--- config.mk ---
export PLATFORM = sky130hd
export DESIGN_NAME = traffic_scheduler
export DESIGN_NICKNAME = d
export VERILOG_FILES = /design/src/rtl/frogger_pkg.sv /design/src/rtl/lane_timer.sv /design/src/rtl/traffic_scheduler.sv
export SDC_FILE = /design/constraint.sdc
export NUM_CORES = 1
export LEC_CHECK = 0
export ABC_AREA = 1
export CORE_ASPECT_RATIO = 1.5
export CORE_UTILIZATION = 28
export DETAILED_ROUTE_END_ITERATION = 12
export PLACE_DENSITY_LB_ADDON = 0.1
export SYNTH_ARGS = -nofsm -noshare
export SYNTH_HDL_FRONTEND = slang
export SYNTH_SLANG_ARGS = --single-unit
export TNS_END_PERCENT = 100
--- constraint.sdc ---
create_clock -name clk -period 2.95 [get_ports clk]
set_clock_uncertainty 0.1 [all_clocks]
set_input_delay 0.59 -clock clk [delete_from_list [all_inputs] [get_ports clk]]
set_output_delay 0.59 -clock clk [all_outputs]
set_load 0.005 [all_outputs]
--- src/rtl/frogger_pkg.sv ---
// Shared constants, lane period table and scheduler state encoding.
// Collision checking is enabled with the TRAFFIC_COLLISION_EN macro.
package frogger_pkg;

    localparam int NUM_CARS  = 16;
    localparam int GRID_COLS = 20;
    localparam int NUM_LANES = 8;
    localparam int LANE_ROW0 = 3;
    localparam int XW        = 5;
    localparam int YW        = 4;
    localparam int PW        = 3;

    localparam logic [PW-1:0] BASE_PERIOD [NUM_LANES] = '{
        3'd4, 3'd3, 3'd2, 3'd5, 3'd3, 3'd4, 3'd2, 3'd6
    };

    typedef enum logic [1:0] {
        ST_IDLE  = 2'd0,
        ST_SCAN  = 2'd1,
        ST_CHECK = 2'd2
    } state_t;

    function automatic logic [PW-1:0] eff_period(
        input logic [PW-1:0] base,
        input logic [1:0]    level
    );
        logic [PW-1:0] p;
        p = base >> level;
        return (p == '0) ? PW'(1) : p;
    endfunction

endpackage

--- src/rtl/lane_timer.sv ---
// Per-lane frame counter; ticks when the level-scaled period elapses.
module lane_timer
    import frogger_pkg::*;
#(
    parameter int LANE = 0
) (
    input  logic       clk,
    input  logic       rst_n,
    input  logic       advance,
    input  logic [1:0] level,
    output logic       tick
);

    localparam logic [PW-1:0] BASE = BASE_PERIOD[LANE % NUM_LANES];

    logic [PW-1:0] cnt_q;
    logic [PW-1:0] cnt_d;
    logic [PW-1:0] last;

    // >= so a counter left above a shortened period still ticks
    always_comb begin
        last  = eff_period(BASE, level) - PW'(1);
        tick  = (cnt_q >= last);
        cnt_d = cnt_q;
        if (advance) begin
            cnt_d = tick ? '0 : cnt_q + PW'(1);
        end
    end

    always_ff @(posedge clk or negedge rst_n) begin
        if (!rst_n) begin
            cnt_q <= '0;
        end else begin
            cnt_q <= cnt_d;
        end
    end

endmodule

--- src/rtl/traffic_scheduler.sv ---
// Frame-driven car mover: one slot per cycle, then optional collision check.
// Collision check and hit pulse exist only with TRAFFIC_COLLISION_EN.
module traffic_scheduler #(
    parameter int NUM_CARS  = frogger_pkg::NUM_CARS,
    parameter int GRID_COLS = frogger_pkg::GRID_COLS,
    parameter int LANE_ROW0 = frogger_pkg::LANE_ROW0
) (
    input  logic                  clk,
    input  logic                  rst_n,
    input  logic                  frame_start,
    input  logic                  game_run,
    input  logic [1:0]            level,
    input  logic [4:0]            frog_col,
    input  logic [3:0]            frog_row,
    output logic [NUM_CARS*5-1:0] car_x,
    output logic [NUM_CARS*4-1:0] car_y,
    output logic                  busy,
    output logic                  hit,
    output logic                  overrun
);

    import frogger_pkg::state_t;
    import frogger_pkg::ST_IDLE;
    import frogger_pkg::ST_SCAN;
`ifdef TRAFFIC_COLLISION_EN
    import frogger_pkg::ST_CHECK;
`endif

    localparam int LANES = NUM_CARS / 2;
    localparam int IW    = $clog2(NUM_CARS);
    localparam logic [IW-1:0] LAST_IDX = IW'(NUM_CARS - 1);
    localparam logic [4:0]    LAST_COL = 5'(GRID_COLS - 1);

    state_t         state_q;
    state_t         state_d;
    logic [IW-1:0]  idx_q;
    logic [IW-1:0]  idx_d;
    logic [LANES-1:0] tick;
    logic [LANES-1:0] tick_q;
    logic [LANES-1:0] tick_d;
    logic [4:0]     x_q [NUM_CARS];
    logic [4:0]     x_d [NUM_CARS];
    logic           overrun_q;
    logic           overrun_d;
    logic           accept;
    logic [IW-2:0]  lane;
    logic [4:0]     cur_x;
    logic [4:0]     nxt_x;

    assign accept = frame_start & game_run & (state_q == ST_IDLE);
    assign lane   = idx_q[IW-1:1];

    for (genvar l = 0; l < LANES; l++) begin : g_lane
        lane_timer #(
            .LANE (l)
        ) u_timer (
            .clk     (clk),
            .rst_n   (rst_n),
            .advance (accept),
            .level   (level),
            .tick    (tick[l])
        );
    end

    // odd lanes run right-to-left
    always_comb begin
        cur_x = x_q[idx_q];
        if (lane[0]) begin
            nxt_x = (cur_x == 5'd0) ? LAST_COL : cur_x - 5'd1;
        end else begin
            nxt_x = (cur_x == LAST_COL) ? 5'd0 : cur_x + 5'd1;
        end
    end

`ifdef TRAFFIC_COLLISION_EN
    logic hit_q;
    logic hit_d;
    logic match;

    always_comb begin
        match = 1'b0;
        for (int s = 0; s < NUM_CARS; s++) begin
            if (x_q[s] == frog_col &&
                4'(LANE_ROW0 + s / 2) == frog_row) begin
                match = 1'b1;
            end
        end
    end

    assign hit = hit_q;
`else
    logic unused_frog;
    assign unused_frog = ^{frog_col, frog_row};
    assign hit = 1'b0;
`endif

    always_comb begin
        state_d   = state_q;
        idx_d     = idx_q;
        tick_d    = tick_q;
        x_d       = x_q;
        overrun_d = overrun_q | (frame_start & (state_q != ST_IDLE));
`ifdef TRAFFIC_COLLISION_EN
        hit_d     = 1'b0;
`endif
        case (state_q)
            ST_IDLE: begin
                if (accept) begin
                    state_d = ST_SCAN;
                    idx_d   = '0;
                    tick_d  = tick;
                end
            end
            ST_SCAN: begin
                if (tick_q[lane]) begin
                    x_d[idx_q] = nxt_x;
                end
                if (idx_q == LAST_IDX) begin
`ifdef TRAFFIC_COLLISION_EN
                    state_d = ST_CHECK;
`else
                    state_d = ST_IDLE;
`endif
                end else begin
                    idx_d = idx_q + IW'(1);
                end
            end
`ifdef TRAFFIC_COLLISION_EN
            ST_CHECK: begin
                hit_d   = match;
                state_d = ST_IDLE;
            end
`endif
            default: begin
                state_d = ST_IDLE;
            end
        endcase
    end

    always_ff @(posedge clk or negedge rst_n) begin
        if (!rst_n) begin
            state_q   <= ST_IDLE;
            idx_q     <= '0;
            tick_q    <= '0;
            overrun_q <= 1'b0;
            for (int s = 0; s < NUM_CARS; s++) begin
                x_q[s] <= (s % 2 == 1) ? 5'd10 : 5'(s / 2);
            end
`ifdef TRAFFIC_COLLISION_EN
            hit_q     <= 1'b0;
`endif
        end else begin
            state_q   <= state_d;
            idx_q     <= idx_d;
            tick_q    <= tick_d;
            overrun_q <= overrun_d;
            x_q       <= x_d;
`ifdef TRAFFIC_COLLISION_EN
            hit_q     <= hit_d;
`endif
        end
    end

    for (genvar s = 0; s < NUM_CARS; s++) begin : g_out
        assign car_x[s*5 +: 5] = x_q[s];
        assign car_y[s*4 +: 4] = 4'(LANE_ROW0 + s / 2);
    end

    assign busy    = (state_q != ST_IDLE);
    assign overrun = overrun_q;

endmodule

# Yosys cells after proc, flatten, opt, wreduce, memory -nomap -nowiden
# Index checks and enable logic that the tools add are counted.
[word_totals]
output_inout_bits = 147
ff_bits = 119
in_bits = 15
[op_classes]
muxes = 30
shift = 5
n_reduce_logical = 14
n_bitwise = 5
n_eq_ne = 6
n_lt_le_gt_ge = 11
add_sub_neg = 16
[op_table]
columns = ["operator", "count"]
rows = [
  ["80-bit bitwise mux", 1],
  ["3-bit 2-to-1 mux", 13],
  ["5-bit 2-to-1 mux", 6],
  ["3-bit by 1-bit adder with 3-bit output, second input constant", 8],
  ["3-bit >= comparator", 8],
  ["5-bit binary-select mux with 4-bit select", 1],
  ["5-bit demux with 4-bit select", 1],
  ["3-bit zero test", 5],
  ["3-bit by 1-bit subtractor with 3-bit output, second input constant", 5],
  ["3-bit by 2-bit right shift with 3-bit output, first input constant", 3],
  ["4-bit 2-to-1 mux", 2],
  ["4-bit one-hot mux with 2 select lines", 1],
  ["2-bit != test, second input constant", 3],
  ["2-bit AND reduction", 3],
  ["2-bit by 2-bit right shift with 3-bit output, first input constant", 2],
  ["5-bit by 1-bit adder with 5-bit output, second input constant", 1],
  ["5-bit == test, second input constant", 1],
  ["5-bit >= comparator, second input constant", 1],
  ["5-bit zero test", 1],
  ["5-bit by 1-bit less-than comparator with 1-bit output, second input constant", 1],
  ["4-bit inverter with 5-bit output", 1],
  ["5-bit by 1-bit subtractor with 5-bit output, second input constant", 1],
  ["4-bit by 1-bit adder with 4-bit output, second input constant", 1],
  ["4-bit == test, second input constant", 1],
  ["other kinds (12)", 16],
]

# Depth between registers and ports, before layout
# Gate-level depths: netlist (run 1).
[logic_depth]
ltp_word = 8
ltp_mapped = 20
ltp_nobuf = 17

# Modules after synthesis
# A second synthesis (run 1) with hierarchy kept.
[hier_totals]
cells_unflattened = 1035
area_unflattened_um2 = 7505.9
[modules_own_cells]
columns = ["module", "cells_each", "seq_area_each_um2", "area_per_inst_um2", "instances"]
rows = [
  ["traffic_scheduler", 798, 2387.3, 5755.5, 1],
  ["lane_timer (g_lane[0].u_timer ...)", 32, 75.1, 227.7, 4],
  ["lane_timer (g_lane[2].u_timer ...)", 25, 75.1, 201.4, 2],
  ["lane_timer (g_lane[7].u_timer)", 33, 75.1, 229.0, 1],
  ["lane_timer (g_lane[3].u_timer)", 26, 75.1, 207.7, 1],
]

# Worst setup path before layout (run 1)
# Ideal clock, no wire load.
[synth_timing]
path_type = "flip-flop to flip-flop"
start = "reg idx_q[0]"
end = "reg x_q (netlist bit car_x[16])"
t_arrival_ps = 2321
slack_ps = 450
path_buffers = 3
setup_time_ps = 79
path_stages_with_launch = 15
cell_sequence = "dfrtp_1 buf_2 clkinv_2 buf_2 nand2_1 nand3_1 nand2_1 nand2_1 nand2_1 nor2_1 ha_1 xor2_1 clkbuf_1 nand2_1 o21ai_0"
[synth_via]
elab_chain_cells = 8
word_cells_on_any_way = 17
classes_between = "add/sub: 2; order compare: 2; eq/ne: 1; mux: 9; bitwise: 1; reduce/logical: 2"
[synth_lines]
columns = ["element", "line_no", "source"]
rows = [
  ["start, declared", "traffic_scheduler.sv:36", "logic [IW-1:0] idx_q;"],
  ["start signal, assigned", "traffic_scheduler.sv:154", "idx_q <= idx_d;"],
  ["4-bit inverter with 5-bit output (implied by the code) (*)", "traffic_scheduler.sv:67, traffic_scheduler.sv:116", ""],
  ["5-bit binary-select mux with 4-bit select", "traffic_scheduler.sv:67", "cur_x = x_q[idx_q];"],
  ["5-bit 2-to-1 mux (implied by the code) (2 in series)", "traffic_scheduler.sv:67", ""],
  ["5-bit by 1-bit adder with 5-bit output (tied with other cells)", "traffic_scheduler.sv:71", "nxt_x = (cur_x == LAST_COL) ? 5'd0 : cur_x + 5'd1;"],
  ["5-bit 2-to-1 mux, on equally long branches", "traffic_scheduler.sv:71, traffic_scheduler.sv:69", ""],
  ["5-bit 2-to-1 mux", "traffic_scheduler.sv:68", "if (lane[0]) begin"],
  ["80-bit bitwise mux (*)", "traffic_scheduler.sv:116", "x_d[idx_q] = nxt_x;"],
  ["end signal, assigned by index", "traffic_scheduler.sv:147", "x_q[s] <= (s % 2 == 1) ? 5'd10 : 5'(s / 2);"],
  ["end, declared", "traffic_scheduler.sv:41", "logic [4:0] x_q [NUM_CARS];"],
]
# Every way passes the cells marked *; elsewhere a longest branch is shown, timed or not. The select of a mux whose other input is x is not followed.
# A chain may end at the register's enable or synchronous reset.

# Worst setup path in the final report (run 1)
[layout_timing]
start = "reg idx_q[0]"
end = "reg x_q (netlist bit car_x[29])"
# The elaborated chain is that of the path after synthesis.

==> flow_summary_export.csv, run 1 <==
group,metric,value,unit
synthesis,avgSynthCellArea,7.40,um2
synthesis,syn_inst,984,
route,wl,20.0,mm
critical_path,crit_fanout,24,
synthesis,synth_warnings,0,
floorplan,die_y,199,um
synthesis,synth-edff-count,0,
global_routing,antenna_found_initial,0,
critical_path,cp-end-kind,"flip-flop",
route,routed-via-count,6067,
cells_and_area,antennaDiodeCount,0,
global_routing,grtUsageTotal,16.0,%
cells_and_area,n_fill_cell,2720,
clock_network,path_clk_slew,0.06,ns
floorplan,initial_core_util,28.8,%
timing,finalCritPeriodShare,88.8,%
placed_design,dp_hpwl,14.3,mm
power,finalPower,11.1,mW
synthesis,async_flop_share,100,%
synthesis,synthesis.area,0.00728,mm2
timing,hold_viol_final,0,
placed_design,gp_congestion,0.791,
timing,worstMarginPinSlew,0.700,ns
clock_network,clock_path_buffers,2,
route,ant_nets,0,
outcome,outcome,"finished clean",
clock_network,cts_setup_buffers,0,
route,viasPerCell,4.25,
floorplan,die_x,134,um
clock_network,cts_root_buf,"clkbuf_16",
synthesis,ys_ff_latch,118,
clock_network,insertion_delay,0.42,ns
global_routing,grt_pass1_wl,32.0,mm
synthesis,yosys.cell_types.count,33,
floorplan,rows,71,
floorplan,io_pins,162,
timing,fmax,382,MHz
route,wl_per_cell,14.0,um
timing,period_needed,2.62,ns
route,drtPass1Iterations,4,
timing,drv_slew,0,
synthesis,synth-main-ff-cell,"dfrtp_1",
cells_and_area,layout-drive-gt1-share,12.2,%
critical_path,crit_chain,"inv_4 -> buf_12 -> nand2_1 -> nand3_1 -> nand2_1 -> nand2_1 -> nand2_1 -> nor2_4 -> nand2_1 -> nor2_1 -> nor2_1 -> nand3_1 -> nand2_2 -> buf_12 -> nand2_1 -> nand2_1",
timing,maxSlewHeadroom,53.4,%
placed_design,portBuffers,87,
clock_network,holdBufCountCts,0,
global_routing,grt_max_degree,119,
critical_path,crit_path_frequent_cell,"nand2_1",
clock_network,clkSinkCount,118,
timing,setup_slack,0.331,ns
clock_network,cts_made_buffers,17,
critical_path,cp.arrival,2.83,ns
floorplan,die_area,0.0267,mm2
placed_design,place_area,0.00838,mm2
clock_network,postCtsResizedCells,0,
route,drtIter0Drc,233,
clock_network,tritoncts,"yes",
cells_and_area,final_nets,1139,
timing,finalSetupViolations,0,
power,p_leak,4.49,nW
cells_and_area,multi_input_area,0.00342,mm2
route,drc,0,
floorplan,core-area,0.0253,mm2
flow_run,cap_violations,0,
critical_path,critical_path_required,3.16,ns
power,ir_drop,0.727,mV
clock_network,htree_levels,4,
hold_path,hp-class,"in2async",
cells_and_area,fin_area,0.00901,mm2
global_routing,grt_overflow,0,
critical_path,setup.worst_path.start_class,"flip-flop",
global_routing,grt_pass1_vias,5922,
synthesis,ys_seq_area_share,41.0,%
timing,rsz0062_at_grt,"false",
placed_design,pre_cts_ws,0.151,ns
power,pwr_density_cell,1230,mW/mm2
cells_and_area,regArea,0.00299,mm2
critical_path,crit_type,"reg2reg",
timing,fin_setup_tns,0,ns
critical_path,slowest_stage,"dfrtp_2",
cells_and_area,syn2layout_area_growth,23.8,%
critical_path,cpPeakStageDelay,0.44,ns
timing,whs,0.151,ns
## metrics by stage
| stage | util [%] | std cells |
|---|---|---|
| global route | 35.6 | 1429 |
| floorplan | - | 1055 |
| finish | 35.6 | 1429 |
| CTS | 35.5 | 1429 |
| global placement | 33.1 | 1397 |
| detailed placement | 33.1 | 1397 |
## cell usage in the layout, fill, tap and decap left out, types with 2 or more instances in the layout
master	instances
clkinvlp_4	4
clkdlybuf4s50_1	86
dfrtp_1	89
xnor2_1	8
dfstp_2	28
clkinv_4	4
nand2_2	7
inv_2	15
nand2_4	2
bufinv_16	3
buf_4	15
buf_12	4
o211ai_1	2
a21oi_1	14
nor2_4	14
inv_1	125
xor2_1	2
nand4_1	4
clkbuf_16	17
o21ai_1	7
nor2_2	8
o21ai_0	43
or2_2	5
conb_1	73
ha_1	36
nor2_1	31
nand3_1	69
inv_6	2
nand2_1	370
## worst paths after layout
check	startpoint	endpoint	slack (ns)	cells past startpoint
worst min register to register	overrun	overrun	0.37	1
max in group asynchronous	rst_n	car_x[9]	2.07	2
min in group clk	overrun	overrun	0.37	1
worst max register to register	idx_q[0]	car_x[29]	0.33	16
worst max-delay path	idx_q[0]	car_x[29]	0.33	16
worst min-delay path	rst_n	g_lane[1].u_timer.cnt_q[1]	0.15	2
## report_power, final
group	internal [mW]	total, mW	switching [mW]
sequential	2.38	2.94	0.562
combinational	2.31	5.98	3.67
clock	1.34	2.16	0.829
## cells by family after synthesis
group | synth area share (%)
AOI/OAI and AO/OA | 5.66
xor gates and xnor gates | 1.20
adders and majority gates | 6.19
buffers and inverters | 16.0
DFF | 41.0
other | 0.103
and+or+nand+nor | 29.9
## worst max-delay path: cells and delay by family, from the launching register on
family,cells,cell delay (ns)
buffers and inverters,3,0.62
DFF,1,0.44
and+or+nand+nor,13,1.33
## final cells by class
type / count / area share (%)
timing repair buffer: 105 / 11.7
clock buffer: 18 / 4.76
inverter: 142 / 5.94
sequential: 118 / 33.2
multi-input combinational: 704 / 37.9
clock inverter: 14 / 1.97
tap: 328 / 4.55
## cells in the mapped netlist, types with 12 or more instances
cell       n  area, um2
dfrtp_1   90       2250
buf_2     12       60.1
nor2_4    14        158
o21ai_0   43        215
buf_4     72        541
ha_1      36        450
nand3_1   69        345
dfstp_2   28        736
nor2_1    32        120
nand2_1  370       1390
inv_2     15       56.3
inv_1    125        469
a21oi_1   14       70.1
## metal layers
layer,share of wire [%],wire length (um),global-route usage (%),vias up
met5,0,0,0,-
met3,3.9,788,3.15,22
li1,-,-,-,3087
met2,53,10600,29.5,148
met4,1.9,384,6.02,0
met1,41,8280,18.0,2810
## state kept, by name (all words and copies together), names as in the netlist
name,flops
overrun,1
car_x,80
idx_q,4
tick_q,8
state_q,1
g_lane.u_timer.cnt_q,24
No activity file was read; power rests on OpenSTA's default activity.
==> inputs of run 2 (changes only) <==
--- a/config.mk
+++ b/config.mk
@@ -7,6 +7,7 @@
 export LEC_CHECK = 0
 export ABC_AREA = 1
 export CORE_ASPECT_RATIO = 1.5
+export CORE_MARGIN = 2
 export CORE_UTILIZATION = 28
 export DETAILED_ROUTE_END_ITERATION = 12
 export PLACE_DENSITY_LB_ADDON = 0.1
==> run 2 against run 1 <==
Against the previous run: non-clock buffer count rose by 3; design area decreased by 0.22%; register-to-register slack got worse by 0.08 ns; sequential share of layout area is 0.074 points higher; setup slack got worse by 0.076 ns; first-iteration DRC count up 29%; hold slack better by 0.22 ns; via count fell by 1.3%; total power is 0.89% lower; largest cell class unchanged; highest routed layer unchanged.
==> flow_summary_export.csv, run 2 (same netlist as run 1, synthesis figures left out) <==
group,metric,value,unit
timing,setup_slack,0.255,ns
placed_design,pre_cts_ws,0.243,ns
clock_network,clock_path_buffers,2,
outcome,outcome,"finished clean",
floorplan,io_pins,162,
global_routing,grt_pass1_vias,5906,
critical_path,cp.arrival,2.96,ns
power,p_leak,4.49,nW
placed_design,portBuffers,87,
timing,rsz0062_at_grt,"false",
placed_design,place_area,0.00841,mm2
timing,maxSlewHeadroom,50.4,%
cells_and_area,syn2layout_area_growth,23.5,%
route,routed-via-count,5986,
route,drc,0,
critical_path,cp-end-kind,"flip-flop",
floorplan,core-area,0.0257,mm2
flow_run,cap_violations,0,
hold_path,hp-class,"reg2reg",
cells_and_area,fin_util,35.0,%
global_routing,grt_max_degree,49,
power,ir_drop,0.644,mV
route,drtPass1Iterations,5,
clock_network,htree_levels,4,
clock_network,insertion_delay,0.43,ns
critical_path,crit_fanout,19,
clock_network,clkSinkCount,118,
route,wl,20.5,mm
clock_network,cts_setup_buffers,0,
floorplan,die_x,136,um
cells_and_area,antennaDiodeCount,0,
global_routing,grt_pass1_wl,32.3,mm
floorplan,initial_core_util,28.4,%
critical_path,crit_type,"reg2reg",
cells_and_area,mostFrequentLayoutCells,"370 x nand2_1, 125 x inv_1, 89 x dfrtp_1",
floorplan,die_area,0.0273,mm2
timing,hold_viol_final,0,
clock_network,cts_root_buf,"clkbuf_16",
power,pwr_density_cell,1220,mW/mm2
timing,fin_setup_tns,0,ns
cells_and_area,largest_reg_flops,80,
route,ant_nets,0,
global_routing,antenna_found_initial,0,
timing,whs,0.371,ns
clock_network,path_clk_slew,0.06,ns
timing,finalSetupViolations,0,
critical_path,setup.worst_path.start_class,"flip-flop",
cells_and_area,final_common_cell,"nand2_1",
route,viasPerCell,4.17,
global_routing,grt_overflow,0,
cells_and_area,final_nets,1142,
floorplan,die_y,201,um
cells_and_area,layout-drive-gt1-share,12.3,%
global_routing,grtUsageTotal,15.7,%
critical_path,critical_path_required,3.21,ns
placed_design,gp_congestion,0.783,
floorplan,rows,72,
route,drtIter0Drc,301,
timing,drv_slew,0,
timing,finalCritPeriodShare,91.4,%
timing,worstMarginPinSlew,0.744,ns
placed_design,dp_hpwl,14.8,mm
clock_network,tritoncts,"yes",
timing,period_needed,2.70,ns
route,wl_per_cell,14.2,um
clock_network,cts_made_buffers,17,
timing,fmax,371,MHz
cells_and_area,fin_area,0.00899,mm2
## run 2: final timing paths
path,start,endpoint,slack (ns),depth (start not counted)
worst max-delay path,idx_q[0],car_x[10],0.25,15
worst min-delay path,overrun,overrun,0.37,1
worst max register to register,idx_q[0],car_x[10],0.25,15
worst min register to register,overrun,overrun,0.37,1
max in group asynchronous,rst_n,car_x[61],1.52,3
min in group asynchronous,rst_n,car_x[44],0.52,2
## run 2: critical path: stages (launching register included)
cell and delay, ns:
dfrtp_2 0.48, clkinv_2 0.07, buf_4 0.26, nand2_1 0.08, nand3_1 0.07, nand2_1 0.09, nand2_1 0.07, nand2_1 0.06
inv_1 0.05, nand2_1 0.07, ha_1 0.24, nand2_1 0.07, nor2_1 0.05, o21ai_2 0.58, nand3_1 0.16, nand2_1 0.10
## run 2: routing by layer
layer | global-route usage [%] | part of all wire (%) | vias up
met3 | 2.97 | 4.4 | 21
met1 | 18.2 | 41 | 2726
met2 | 28.2 | 52 | 145
li1 | - | - | 3094
met4 | 5.95 | 2.0 | 0
met5 | 0 | 0 | -
## run 2: cell type report
class | instances | area, um2
timing repair buffer | 108 | 1080
clock inverter | 15 | 146
inverter | 142 | 534
multi-input combinational | 704 | 3400
sequential | 118 | 2990
fill | 2734 | 16700
clock buffer | 17 | 425
tap | 333 | 417
## run 2: what timing repair did
| action | in CTS | in global routing |
|---|---|---|
| hold buffers | 1 | 0 |
| hold endpoints to repair | 16 | 0 |
| gates resized for setup | 0 | 1 |
| setup endpoints to repair | 0 | 1 |
## run 2: where the power goes
group / switching, mW / total [mW] / internal (mW)
logic: 3.66 / 5.99 / 2.33
clock network: 0.863 / 2.04 / 1.18
registers: 0.579 / 2.96 / 2.38
## run 2: stage by stage
| stage | total power [mW] | std cells |
|---|---|---|
| after floorplan | 6.52 | 1055 |
| after global placement | 9.06 | 1404 |
| after detailed placement | 9.08 | 1404 |
| after CTS | 11.2 | 1437 |
| after global routing | 12.0 | 1437 |
| final | 11.0 | 1437 |
